**src/rtl/tamagotchi_need_engine_if.sv**
```systemverilog
// Bus bundle for tamagotchi_need_engine: refill requests in, display/status out.
//   req          refill request per channel (level-sensitive, active-high)
//   sel_idx      channel currently shown
//   level_out    level of the shown channel (registered)
//   happy        shown level >= happy threshold (registered)
//   seg_display  active-low 7-seg code of level_out, gfedcba order (registered)
//   levels       all channel levels, channel i at [i*LEVEL_W +: LEVEL_W]
//   test_mode    1 while test mode is active
//   alarm        critical-level alarm (0 unless CRITICAL_ALARM_EN is defined)
// Modports: master = stimulus side, slave = engine side.
interface tamagotchi_need_engine_if #(
  parameter int N_NEEDS = 4,
  parameter int LEVEL_W = 4
);
  localparam int SW = (N_NEEDS > 1) ? $clog2(N_NEEDS) : 1;

  logic [N_NEEDS-1:0]         req;
  logic [SW-1:0]              sel_idx;
  logic [LEVEL_W-1:0]         level_out;
  logic                       happy;
  logic [6:0]                 seg_display;
  logic [N_NEEDS*LEVEL_W-1:0] levels;
  logic                       test_mode;
  logic                       alarm;

  modport master (
    output req,
    input  sel_idx, level_out, happy, seg_display, levels, test_mode, alarm
  );

  modport slave (
    input  req,
    output sel_idx, level_out, happy, seg_display, levels, test_mode, alarm
  );
endinterface

```
**src/rtl/tamagotchi_need_engine.sv**
```systemverilog
// tamagotchi_need_engine: N saturating need channels with per-channel decay,
// hold-to-refill arbitration (lowest index wins), shown-channel selection,
// happy bit and 7-seg digit of the shown level. Test mode toggles levels on
// request rising edges.
// Ports:
//   clk        system clock
//   btn_reset  synchronous active-high reset, overrides everything
//   btn_test   enter test mode (level-sensitive, sticky until reset)
//   bus        tamagotchi_need_engine_if.slave (req in, display/status out)
// Optional feature macro: CRITICAL_ALARM_EN
//   defined   -> registered alarm while any channel sits at LEVEL_MIN in normal
//                mode, and sel_idx auto-jumps to the lowest critical channel
//                while the selection FSM is idle
//   undefined -> alarm tied low, no critical-detect logic
module tamagotchi_need_engine #(
  parameter int N_NEEDS     = 4,
  parameter int LEVEL_W     = 4,
  parameter int LEVEL_MIN   = 1,
  parameter int LEVEL_MAX   = 10,
  parameter int LEVEL_INIT  = 8,
  parameter int HAPPY_TH    = 5,
  parameter int TICK_DIV    = 7500000,
  parameter int DECAY_TICKS = 24,
  parameter int HOLD_TICKS  = 6
) (
  input  logic                      clk,
  input  logic                      btn_reset,
  input  logic                      btn_test,
  tamagotchi_need_engine_if.slave   bus
);

  localparam int SW   = (N_NEEDS > 1) ? $clog2(N_NEEDS) : 1;
  localparam int PW   = (TICK_DIV > 1) ? $clog2(TICK_DIV) : 1;
  localparam int TMAX = (DECAY_TICKS > HOLD_TICKS) ? DECAY_TICKS : HOLD_TICKS;
  localparam int TW   = $clog2(TMAX + 1);

  typedef logic [LEVEL_W-1:0] level_t;
  typedef logic [TW-1:0]      timer_t;
  typedef logic [SW-1:0]      sel_t;
  typedef enum logic [1:0] {IDLE, SHOW, HOLD} state_t;

  localparam level_t L_MIN   = LEVEL_W'(LEVEL_MIN);
  localparam level_t L_MAX   = LEVEL_W'(LEVEL_MAX);
  localparam level_t L_INIT  = LEVEL_W'(LEVEL_INIT);
  localparam level_t L_HAPPY = LEVEL_W'(HAPPY_TH);
  localparam timer_t DEC_END = TW'(DECAY_TICKS - 1);
  localparam timer_t HLD_END = TW'(HOLD_TICKS - 1);

  function automatic logic [6:0] seg7(level_t v);
    case (int'(v))
      0:       seg7 = 7'b1000000;
      1:       seg7 = 7'b1111001;
      2:       seg7 = 7'b0100100;
      3:       seg7 = 7'b0110000;
      4:       seg7 = 7'b0011001;
      5:       seg7 = 7'b0010010;
      6:       seg7 = 7'b0000010;
      7:       seg7 = 7'b1111000;
      8:       seg7 = 7'b0000000;
      9:       seg7 = 7'b0010000;
      10:      seg7 = 7'b0001000;
      default: seg7 = 7'b1111111;
    endcase
  endfunction

  logic [PW-1:0]      presc_q, presc_d;
  state_t             state_q, state_d;
  sel_t               sel_q, sel_d;
  timer_t             hold_q, hold_d;
  logic               test_q, test_d;
  logic [N_NEEDS-1:0] req_prev_q, req_prev_d;
  level_t             lvl_q [N_NEEDS];
  level_t             lvl_d [N_NEEDS];
  timer_t             dec_q [N_NEEDS];
  timer_t             dec_d [N_NEEDS];
  level_t             lout_q, lout_d;
  logic               happy_q, happy_d;
  logic [6:0]         seg_q, seg_d;

  logic               tick;
  logic               any_req;
  sel_t               win;
  logic               edge_found;
  logic [N_NEEDS*LEVEL_W-1:0] levels_flat;

`ifdef CRITICAL_ALARM_EN
  logic any_crit;
  sel_t crit_idx;
  logic alarm_q, alarm_d;

  always_comb begin
    any_crit = 1'b0;
    crit_idx = '0;
    for (int unsigned i = 0; i < N_NEEDS; i++) begin
      if (lvl_q[i] == L_MIN && !any_crit) begin
        any_crit = 1'b1;
        crit_idx = SW'(i);
      end
    end
  end
`endif

  // Lowest-index asserted request wins.
  always_comb begin
    any_req = 1'b0;
    win     = '0;
    for (int unsigned i = 0; i < N_NEEDS; i++) begin
      if (bus.req[i] && !any_req) begin
        any_req = 1'b1;
        win     = SW'(i);
      end
    end
  end

  always_comb begin
    presc_d    = presc_q;
    state_d    = state_q;
    sel_d      = sel_q;
    hold_d     = hold_q;
    test_d     = test_q;
    req_prev_d = bus.req;
    lvl_d      = lvl_q;
    dec_d      = dec_q;
    edge_found = 1'b0;

    tick    = (presc_q == PW'(TICK_DIV - 1));
    presc_d = tick ? '0 : presc_q + 1'b1;

    if (test_q || btn_test) begin
      // Entering or in test mode: FSM parked, decay frozen, timers cleared.
      // Toggling only starts once test mode is registered.
      test_d  = 1'b1;
      state_d = IDLE;
      hold_d  = '0;
      for (int unsigned i = 0; i < N_NEEDS; i++) begin
        dec_d[i] = '0;
      end
      if (test_q) begin
        for (int unsigned i = 0; i < N_NEEDS; i++) begin
          if (bus.req[i] && !req_prev_q[i]) begin
            lvl_d[i] = (lvl_q[i] == L_MIN) ? L_MAX : L_MIN;
            if (!edge_found) begin
              edge_found = 1'b1;
              sel_d      = SW'(i);
            end
          end
        end
      end
    end else begin
      // Decay for every channel not currently being held.
      if (tick) begin
        for (int unsigned i = 0; i < N_NEEDS; i++) begin
          if (!(state_q == HOLD && SW'(i) == sel_q)) begin
            if (lvl_q[i] == L_MIN) begin
              dec_d[i] = '0;
            end else if (dec_q[i] == DEC_END) begin
              lvl_d[i] = lvl_q[i] - 1'b1;
              dec_d[i] = '0;
            end else begin
              dec_d[i] = dec_q[i] + 1'b1;
            end
          end
        end
      end

      case (state_q)
        IDLE: begin
          if (any_req) begin
            state_d = SHOW;
            sel_d   = win;
            hold_d  = '0;
          end
`ifdef CRITICAL_ALARM_EN
          else if (any_crit) begin
            sel_d = crit_idx;
          end
`endif
        end
        SHOW: begin
          state_d = (any_req && win == sel_q) ? HOLD : IDLE;
        end
        HOLD: begin
          if (!any_req) begin
            state_d = IDLE;
            hold_d  = '0;
          end else if (win != sel_q) begin
            state_d = SHOW;
            sel_d   = win;
            hold_d  = '0;
          end else if (tick) begin
            if (hold_q == HLD_END) begin
              hold_d       = '0;
              dec_d[sel_q] = '0;
              if (lvl_q[sel_q] < L_MAX) begin
                lvl_d[sel_q] = lvl_q[sel_q] + 1'b1;
              end
            end else begin
              hold_d = hold_q + 1'b1;
            end
          end
        end
        default: state_d = IDLE;
      endcase
    end

    lout_d  = lvl_q[sel_q];
    happy_d = (lout_d >= L_HAPPY);
    seg_d   = seg7(lout_d);

`ifdef CRITICAL_ALARM_EN
    alarm_d = any_crit && !test_d;
`endif
  end

  always_comb begin
    levels_flat = '0;
    for (int unsigned i = 0; i < N_NEEDS; i++) begin
      levels_flat[i*LEVEL_W +: LEVEL_W] = lvl_q[i];
    end
  end

  always_ff @(posedge clk) begin
    // Previous-request register only feeds edge detection; no reset needed.
    req_prev_q <= req_prev_d;
    if (btn_reset) begin
      presc_q <= '0;
      state_q <= IDLE;
      sel_q   <= '0;
      hold_q  <= '0;
      test_q  <= 1'b0;
      for (int unsigned i = 0; i < N_NEEDS; i++) begin
        lvl_q[i] <= L_INIT;
        dec_q[i] <= '0;
      end
      lout_q  <= '0;
      happy_q <= 1'b0;
      seg_q   <= '1;
`ifdef CRITICAL_ALARM_EN
      alarm_q <= 1'b0;
`endif
    end else begin
      presc_q <= presc_d;
      state_q <= state_d;
      sel_q   <= sel_d;
      hold_q  <= hold_d;
      test_q  <= test_d;
      lvl_q   <= lvl_d;
      dec_q   <= dec_d;
      lout_q  <= lout_d;
      happy_q <= happy_d;
      seg_q   <= seg_d;
`ifdef CRITICAL_ALARM_EN
      alarm_q <= alarm_d;
`endif
    end
  end

  assign bus.sel_idx     = sel_q;
  assign bus.level_out   = lout_q;
  assign bus.happy       = happy_q;
  assign bus.seg_display = seg_q;
  assign bus.levels      = levels_flat;
  assign bus.test_mode   = test_q;
`ifdef CRITICAL_ALARM_EN
  assign bus.alarm       = alarm_q;
`else
  assign bus.alarm       = 1'b0;
`endif

endmodule
```
**src/flat_wrapper.sv**
```systemverilog
// flat-port wrapper written by rule: the top's interface ports become plain ports
module tamagotchi_need_engine_flat 
#(
  parameter int N_NEEDS     = 4,
  parameter int LEVEL_W     = 4,
  parameter int LEVEL_MIN   = 1,
  parameter int LEVEL_MAX   = 10,
  parameter int LEVEL_INIT  = 8,
  parameter int HAPPY_TH    = 5,
  parameter int TICK_DIV    = 7500000,
  parameter int DECAY_TICKS = 24,
  parameter int HOLD_TICKS  = 6
)
  (clk, btn_reset, btn_test, bus_req, bus_sel_idx, bus_level_out, bus_happy, bus_seg_display, bus_levels, bus_test_mode, bus_alarm);
  tamagotchi_need_engine_if #(.N_NEEDS(N_NEEDS), .LEVEL_W(LEVEL_W)) bus_i ();
  input  logic clk;
  input  logic btn_reset;
  input  logic btn_test;
  input wire logic [$bits(bus_i.req)-1:0] bus_req;
  output wire logic [$bits(bus_i.sel_idx)-1:0] bus_sel_idx;
  output wire logic [$bits(bus_i.level_out)-1:0] bus_level_out;
  output wire logic [$bits(bus_i.happy)-1:0] bus_happy;
  output wire logic [$bits(bus_i.seg_display)-1:0] bus_seg_display;
  output wire logic [$bits(bus_i.levels)-1:0] bus_levels;
  output wire logic [$bits(bus_i.test_mode)-1:0] bus_test_mode;
  output wire logic [$bits(bus_i.alarm)-1:0] bus_alarm;
  assign bus_i.req = bus_req;
  assign bus_sel_idx = bus_i.sel_idx;
  assign bus_level_out = bus_i.level_out;
  assign bus_happy = bus_i.happy;
  assign bus_seg_display = bus_i.seg_display;
  assign bus_levels = bus_i.levels;
  assign bus_test_mode = bus_i.test_mode;
  assign bus_alarm = bus_i.alarm;
  tamagotchi_need_engine #(.N_NEEDS(N_NEEDS), .LEVEL_W(LEVEL_W), .LEVEL_MIN(LEVEL_MIN), .LEVEL_MAX(LEVEL_MAX), .LEVEL_INIT(LEVEL_INIT), .HAPPY_TH(HAPPY_TH), .TICK_DIV(TICK_DIV), .DECAY_TICKS(DECAY_TICKS), .HOLD_TICKS(HOLD_TICKS)) u_core (.clk(clk), .btn_reset(btn_reset), .btn_test(btn_test), .bus(bus_i));
endmodule
```
**config.mk**
```make
export PLATFORM = sky130hd
export DESIGN_NAME = tamagotchi_need_engine_flat
export DESIGN_NICKNAME = d
export VERILOG_FILES = /design/src/rtl/tamagotchi_need_engine_if.sv /design/src/rtl/tamagotchi_need_engine.sv /design/src/flat_wrapper.sv
export SDC_FILE = /design/constraint.sdc
export NUM_CORES = 1
export LEC_CHECK = 0
export ABC_AREA = 1
export BUFFER_PORTS_ARGS = -buffer_cell sky130_fd_sc_hd__buf_2
export CAP_MARGIN = 20
export CORE_MARGIN = 8
export CORE_UTILIZATION = 35
export CTS_BUF_LIST = sky130_fd_sc_hd__clkbuf_2
export DETAILED_ROUTE_END_ITERATION = 16
export SYNTH_ARGS = -nofsm -noshare
export SYNTH_HDL_FRONTEND = slang
export SYNTH_SLANG_ARGS = --single-unit
```
**constraint.sdc**
```tcl
create_clock -name clk -period 3.25 [get_ports clk]
set_input_delay 0.8125 -clock clk [delete_from_list [all_inputs] [get_ports clk]]
set_output_delay 0.8125 -clock clk [all_outputs]
set_load 0.05 [all_outputs]
```
==> results of run 1 <==
per-stage QoR:
step	cells	setup slack, ps	utilization [%]
after floorplan	823	963	-
after global placement	1069	830	37.9
after detailed placement	1069	789	37.9
after CTS	1085	632	39.0
after global routing	1086	525	39.0
final	1086	691	39.0
synthesized netlist by cell type (2+ instances only):
| cell | count |
|---|---|
| sky130_fd_sc_hd__a21oi_1 | 37 |
| sky130_fd_sc_hd__a211oi_2 | 2 |
| sky130_fd_sc_hd__nor2_4 | 11 |
| sky130_fd_sc_hd__buf_4 | 3 |
| sky130_fd_sc_hd__nor3_1 | 14 |
| sky130_fd_sc_hd__xnor2_1 | 2 |
| sky130_fd_sc_hd__nor3b_1 | 4 |
| sky130_fd_sc_hd__a211oi_1 | 6 |
| sky130_fd_sc_hd__xor2_1 | 10 |
| sky130_fd_sc_hd__o21a_1 | 3 |
| sky130_fd_sc_hd__o21ai_0 | 39 |
| sky130_fd_sc_hd__nand4_1 | 15 |
| sky130_fd_sc_hd__o21bai_1 | 3 |
| sky130_fd_sc_hd__nor2_8 | 2 |
| sky130_fd_sc_hd__nor2_2 | 8 |
| sky130_fd_sc_hd__buf_6 | 2 |
| sky130_fd_sc_hd__nand2_2 | 15 |
| sky130_fd_sc_hd__nor2_1 | 116 |
| sky130_fd_sc_hd__buf_2 | 4 |
| sky130_fd_sc_hd__or2_2 | 9 |
| sky130_fd_sc_hd__nand3_2 | 7 |
| sky130_fd_sc_hd__nand2_1 | 183 |
| sky130_fd_sc_hd__nand3b_1 | 2 |
| sky130_fd_sc_hd__nand3_1 | 63 |
| sky130_fd_sc_hd__o211ai_1 | 3 |
| sky130_fd_sc_hd__a31oi_1 | 3 |
| sky130_fd_sc_hd__o21ai_1 | 10 |
| sky130_fd_sc_hd__nand2_4 | 4 |
| sky130_fd_sc_hd__clkbuf_1 | 5 |
| sky130_fd_sc_hd__nor4_1 | 3 |
| sky130_fd_sc_hd__o22ai_1 | 2 |
| sky130_fd_sc_hd__dfxtp_1 | 85 |
| sky130_fd_sc_hd__inv_1 | 99 |
| sky130_fd_sc_hd__inv_2 | 9 |
| sky130_fd_sc_hd__ha_1 | 21 |
flip-flops by register name (all words and copies together) (netlist names):
signal,cells
u_core.bus.levels,16
u_core.req_prev_q,4
u_core.presc_q,23
u_core.bus.level_out,4
u_core.bus.seg_display,7
u_core.bus.sel_idx,2
u_core.state_q,2
u_core.bus.happy,1
u_core.hold_q,5
u_core.dec_q,20
u_core.bus.test_mode,1
area by class of cell:
class                   instances  area [µm²]
flip-flops and latches         85        1700
multi-input cells             614        3290
well taps                     216         270
diodes                          1        2.50
inverters                     110         415
repair buffers                 44         238
clock inverters                 6         110
clock buffers                  10        50.0
fillers                      1703        9520
routing by layer:
metal  vias to the layer above  GRT usage, %
met5                         -             0
met4                         0          6.67
met3                        29          4.00
met2                       119          24.0
met1                      2374          17.7
li1                       2739             -
path summary, 6_finish.rpt:
path / depth (start not counted) / slack [ps] / end / startpoint
setup reg to reg: 12 / 790 / u_core.bus.levels[10] / u_core.bus.sel_idx[0]
setup / recovery: 1 / 690 / bus_sel_idx[0] / u_core.bus.sel_idx[0]
hold reg to reg: 2 / 460 / u_core.presc_q[4] / u_core.presc_q[4]
hold / removal: 1 / 280 / u_core.req_prev_q[2] / bus_req[2]
kinds of logic after synthesis:
family                   after synthesis
adder cells (fa/ha/maj)               21
multiplexers                           1
AO/OA/AOI/OAI                        117
buffers and inverters                124
XOR/XNOR                              12
flip-flops                            85
other                                  1
AND/OR/NAND/NOR                      462
report_power, final:
group / switching [W] / leakage, nW / total [W] / internal (W)
clock: 0.000397 / 0.0902 / 0.000731 / 0.000334
combinational: 0.000365 / 1.79 / 0.000491 / 0.000125
sequential: 0.0000380 / 0.694 / 0.00112 / 0.00109
==> results.md, run 1 <==
Logic synthesis:
- After Yosys synthesis, XOR and XNOR cells account for under 10% of the synthesized area.
- The synthesized area divided by synthesized cell count is about 6.7 µm².
- The number of register bits inferred by synthesis is 85.
- Of the total synthesized cell area, the portion taken by AND, OR, NAND and NOR gates is 40.5%.
- The Yosys step of the flow raised 0 warnings.
- Counting flops with a built-in enable in the synthesized netlist gives 0.
- The fraction of synthesized area in multiplexers is less than 1%.
- Among all flip-flop cells after synthesis, the most frequent one is sky130_fd_sc_hd__dfxtp_1.
- The synthesized netlist devotes around 4.8% of its cell area to adder and majority cells.
- The post-synthesis instance area is roughly 5500 µm².
- The count of cell types in the netlist is 54.
- The number of standard cells after synthesis is 823.
- The compound-gate portion of the synthesized area is 12.5%.
- The proportion of synthesized chip area in sequential cells is between 30% and 40%.
- The area fraction of the dominant cell type after synthesis is about 31%.
- The cell taking the most area after synthesis is sky130_fd_sc_hd__dfxtp_1.
- By area, the combinational part of the netlist is dominated by simple AND/OR/NAND/NOR gates.
- The net count after synthesis is 851.
- Ranked by total cell area, the synthesized netlist is headed by sky130_fd_sc_hd__dfxtp_1 31%, sky130_fd_sc_hd__nand2_1 13%, sky130_fd_sc_hd__nor2_1 7.9%.
- The share of flip-flops with an asynchronous set or reset after synthesis is 0%.

Worst setup path:
- The signal on the critical path passes through buf_2.
- The endpoint required time on the critical path is between 2000 and 2500 ps.
- Broken down by cell family, the worst path's largest delay share belongs to flip-flops.
- The setup path with the least slack is of type flop to output pin.
- The largest individual stage delay along the critical path comes from the cell sky130_fd_sc_hd__dfxtp_1.
- The worst setup path is launched from a flop.
- For this run, the slowest stage of the critical path takes approximately 740 ps.
- The number of buffer and inverter instances along the worst setup path is 1.
- STA classifies the critical path endpoint as an output pin.
- Of all nets on the critical path, the largest fanout is 15.
- STA puts the critical path data arrival time at 1750 ps.

Die:
- The floorplan die area is ~20,000 µm².
- The core region is approximately 16,000 µm².
- The die width is ~140 µm.
- During I/O placement, the number of pins put on the boundary was 39.
- The die extent in y is roughly 140 µm.
- The floorplan row count is between 40 and 50.
- The effective utilization at floorplan is 35.2%.

Timing:
- The final count of pins violating max slew is 0.
- Setup violations remaining at the end of the flow were counted as 0.
- At the pin with the least slew margin, the transition time is just over 800 ps.
- The final-layout worst hold slack is 278 ps.
- Of the available clock period, the critical path in the final layout requires between 70% and 80%.
- Setup repair after global routing left no endpoint under its margin.
- The worst relative slew slack is 45.5%.
- Derived from the worst setup path, the maximum achievable clock frequency is 0.391 GHz.
- The count of endpoints failing hold in the final timing report is 0.
- Between clock sinks in the finished design, the worst skew comes to roughly 47 ps.
- Setup total negative slack on the finished layout was measured at 0 ps.
- The worst path needs 2560 ps of the cycle, external delays included.

Clocking:
- The clock transition at the registers of the reported paths is between 200 and 300 ps.
- The maximum count of clock buffers along a single path is 2.
- The clock buffer count from CTS is 9.
- The post-CTS setup buffer count is 0.
- The sink count of the clock tree is 85.
- The root cell of the clock tree is sky130_fd_sc_hd__clkbuf_2.
- The clock tree from TritonCTS is built.
- The maximum level of the CTS H-tree is 3.
- After clock tree synthesis, the flow added hold-fix buffers numbering 0.
- The number of instances resized during post-cts repair is 0.
- The clock latency on the worst-skew pair is 630 ps.

Routing:
- Summed over all layers, the routed wires come to around 14,000 µm.
- The detailed router put a total of 6390 µm of wire on met1.
- The initial detailed-routing violation count is around 280.
- The detail-routed via count per cell is 4.84.
- The count of unresolved DRC violations after routing is 0.
- The amount of wire on met3 after detailed routing is about 860 µm.
- The sum of met2 wire segment lengths after detailed routing is ~6500 µm.
- The vias after detailed routing is approximately 5,300.
- The highest routing layer actually used is met4.
- The wire length per cell after detailed routing is 13.1 µm.
- The number of detailed-route iterations in the first pass is 7.
- The post-detailed-route count of antenna-violating nets is 0.

Layout:
- Of the cells placed in the final design, the portion with a size suffix greater than 1 is 15.5%.
- Compared with the post-synthesis result, the final layout area differs by 10.7%.
- In the final design database the tool counted between 800 and 900 nets.
- The post-route cell area is ~6100 µm².
- Leaving out fill and tap cells, the most frequent cell in the layout is sky130_fd_sc_hd__nand2_1.
- Leaving out fill and tap cells, the most frequent cells in the layout are 183 x sky130_fd_sc_hd__nand2_1, 116 x sky130_fd_sc_hd__nor2_1, 99 x sky130_fd_sc_hd__inv_1.

Place:
- The port buffer count is 37.
- At the end of routability-driven placement, the weighted congestion stood at about 0.84.
- The half-perimeter wire length after detailed placement is 10,700 µm.
- The instance area after placement is 5920 µm².

Run:
- Across the run, the number of max-cap violations was 0.

Power and ir drop:
- The overall power is 0.00235 W.
- The worst voltage drop across the vdd grid is ~180 µV.
- Power spread over the standard cell area amounts to 386 nW/µm².
- The leakage power total is between 2 and 3 nW.

Global route:
- The overall routing resource usage is ~15%.
- The via count of the first global-routing pass is 4,855.
- The total overflow left after global routing is 0.
- The initial antenna violation count is 1.
- Entering global routing, the biggest net connects 23 pins.
- The wire length of the first global-routing pass is about 24,000 µm.

Outcome:
- The flow ran to the end, and the final reports show no timing, DRC or antenna violations.

Hold path:
- The min-delay analysis places its worst path in the category input pin to flop.
Note: power is estimated with default switching activity, not from simulation.
==> run 2, diff against run 1 <==
- clock period: 3.25 -> 2.7 ns (I/O delays scaled with it)
==> run 2 against run 1 <==
  * First-iteration DRC count is 8.8% higher
  * Clock power down 12%
  * Die area is the same
  * Global-route usage rose by 0.31 points
  * Combinational power increased by 21%
  * Utilization barely moved
  * Largest power group unchanged
  * Flip-flop and latch count did not move
  * Register-to-register slack got worse by 450 ps
==> results.md, run 2 (synthesized netlist as in run 1, its figures left out) <==
Place:
- The half-perimeter wire length after detailed placement is around 11,000 µm.
- The port buffer count is 37.
- Routability-driven placement finished with a final weighted congestion of ~0.9.

Layout:
- The register with the most flip-flops in the layout has 23 of them.
- The most flop-heavy register is u_core.presc_q.
- The library cells used most frequently in the layout, excluding fill and tap cells, are 183 x sky130_fd_sc_hd__nand2_1, 116 x sky130_fd_sc_hd__nor2_1, 99 x sky130_fd_sc_hd__inv_1.
- The growth of design area from synthesis to finish is 10.8%.
- At the end of the flow, the number of nets in the layout was about 900.
- The most frequent standard cell in the layout excluding fill and tap cells is sky130_fd_sc_hd__nand2_1.
- Of the cells placed in the final design, the portion with a size suffix greater than 1 is approximately 17%.

Timing:
- The final count of pins violating max slew is 0.
- Setup violations remaining at the end of the flow were counted as 0.
- Clock skew on the completed layout was measured at around 54 ps.
- The top achievable clock speed is just over 0.4 GHz.
- Of the available clock period, the critical path in the final layout requires approximately nine tenths.
- In this run the tightest slew margin relative to its limit is a little under three fifths.
- The setup TNS is 0 ps.
- Setup repair after global routing left no endpoint under its margin.
- The minimum clock period after layout is ~2400 ps.
- The transition time at the pin with the least slew margin is 658 ps.
- The count of endpoints failing hold in the final timing report is 0.

Global route:
- met2 is the most crowded layer.
- For met2 alone, demand over resource in global routing was 25.4%.
- The largest net degree at the start of global routing is 23.
- The via count of the first global-routing pass was slightly below 5,000.
- Global routing used about 3.3% of the available met3 tracks.
- The wire length of the first global-routing pass is between 20,000 and 25,000 µm.
- The initial antenna violation count came to 1.
- Global routing used between 10% and 20% of the available met1 tracks.
- The overall routing resource usage is 15.0%.
- The total overflow left after global routing is 0.

Worst setup path:
- Walking the worst path, the cells encountered are buf_2.
- The dominant delay contributor by cell family on the critical path is flip-flops.
- Across all register-to-register paths, the minimum setup slack is approximately 340 ps.
- The endpoint identified for the worst register-to-register timing path is u_core.bus.levels[10].
- The worst path arrival time is between 1500 and 2000 ps.
- In this run the worst path has a maximum fanout of 15.
- In this run the critical register-to-register path is launched from u_core.bus.sel_idx[0].
- Data on the critical path is required at its endpoint by roughly 2000 ps.
- The critical path is of the flop to output pin type.
- The sort of element at the start of the critical path is a flop.
- The maximum single-stage delay on the critical path is ~750 ps.
- The sort of element at the end of the critical path is an output pin.
- The number of cells on the worst reg-to-reg path is 12.
- The number of buffer and inverter instances along the worst setup path is 1.
- The slowest cell on the critical path is sky130_fd_sc_hd__dfxtp_1.

Hold path:
- The worst min-delay path startpoint is bus_req[1].
- Counting instances, the worst hold path has a depth of 1.
- The destination of the worst hold path is u_core.req_prev_q[1].
- The class of the most critical hold timing path is input pin to flop.

Outcome:
- The flow ran to the end, and the final reports show no timing, DRC or antenna violations.

Routing:
- The initial detailed-routing violation count is between 300 and 400.
- The count of unresolved DRC violations after routing is 0.
- Dividing the detail-routed via count by the number of cells gives between 4 and 5.
- The wire length per cell after detailed routing is 13.4 µm.
- The post-detailed-route count of antenna-violating nets is 0.
- After detailed routing, the total wire length is approximately 15,000 µm.
- The number of detailed-route iterations in the first pass is 5.
- The vias after detailed routing is a little over 5,000.

Clocking:
- The H-tree was split into 3 levels.
- For this design, the CTS-stage hold fixing added 0 buffers.
- The clock buffer count from CTS is 9.
- The number of gates resized after CTS was 0.
- The post-CTS setup buffer count is 0.
- The maximum count of clock buffers along a single path is 2.
- The clock latency on the worst-skew pair is approximately 640 ps.
- The sink count of the clock tree is 85.
- TritonCTS built the clock tree.
- The root cell of the clock tree is sky130_fd_sc_hd__clkbuf_2.
- After clock tree synthesis, the clock-pin slew on the worst setup and hold paths is 280 ps.

Die:
- The region available for standard cell placement spans around 16,000 µm².
- The number of primary I/O pins is 39.
- The floorplan step defined a die boundary enclosing between 15,000 and 20,000 µm².
- The initial utilization of the core area, before any placement, comes to 35.2%.
- The floorplan row count is 46.
- The die width is around 140 µm.
- The die is 141 µm tall.

Power and ir drop:
- The completed layout was analyzed and its total power is between 0.002 and 0.003 W.
- For this design the static power due to leakage is ~2.6 nW.
- The areal power density over the cells is 427 nW/µm².
- Across the VDD grid, the largest voltage drop is between 200 and 250 µV.

Run:
- The total of max-cap violations is 0.
## run 2: cell types whose count changed in the layout (fill, tap and decap cells not counted)
cell,change
sky130_fd_sc_hd__buf_4,+9
sky130_fd_sc_hd__bufinv_16,-3
sky130_fd_sc_hd__clkinv_4,+2
sky130_fd_sc_hd__clkinv_1,-1
sky130_fd_sc_hd__clkinv_2,+1
sky130_fd_sc_hd__clkinvlp_4,+1
sky130_fd_sc_hd__inv_6,-1
sky130_fd_sc_hd__inv_8,+1
## run 2: routing by layer
layer | routed length, µm | share of wire (%)
met1 | 6830 | 47
met2 | 6940 | 47
met3 | 564 | 3.9
met5 | 0 | 0
met4 | 301 | 2.1
## run 2: metrics by stage
step	hold WS (ps)	worst slack [ps]	std cells	instance area (µm²)	utilization (%)
floorplan	417	413	823	5490	-
global placement	430	343	1078	5990	38.4
detailed placement	441	322	1078	5990	38.4
CTS	91.8	232	1094	6080	39.0
global route	57.6	101	1095	6090	39.0
finish	128	262	1095	6090	39.0
## run 2: layout make-up
cell class | instances | area (µm²)
Antenna cell | 1 | 2.50
Multi-Input combinational cell | 614 | 3290
Timing Repair Buffer | 53 | 305
Tap cell | 216 | 270
Clock buffer | 10 | 50.0
Fill cell | 1669 | 9510
Inverter | 110 | 415
Clock inverter | 6 | 48.8
Sequential cell | 85 | 1700
## run 2: worst max-delay path by stage
stage | depth (start not counted) | slack [ps] | start | end
after detailed placement | 11 | 320 | bus_req[1] | u_core.bus.levels[13]
after CTS | 1 | 230 | u_core.bus.sel_idx[0] | bus_sel_idx[0]
after floorplan | 13 | 410 | u_core.bus.sel_idx[1] | u_core.bus.levels[10]
after global routing | 11 | 100 | u_core.bus.sel_idx[0] | u_core.bus.seg_display[0]
after global placement | 11 | 340 | bus_req[1] | u_core.bus.levels[13]
final | 1 | 260 | u_core.bus.sel_idx[0] | bus_sel_idx[0]
## run 2: where the power goes
part           internal (W)  leakage [nW]  switching (W)
Sequential          0.00131         0.694      0.0000487
Combinational      0.000156          1.83       0.000438
Clock              0.000132        0.0600       0.000514
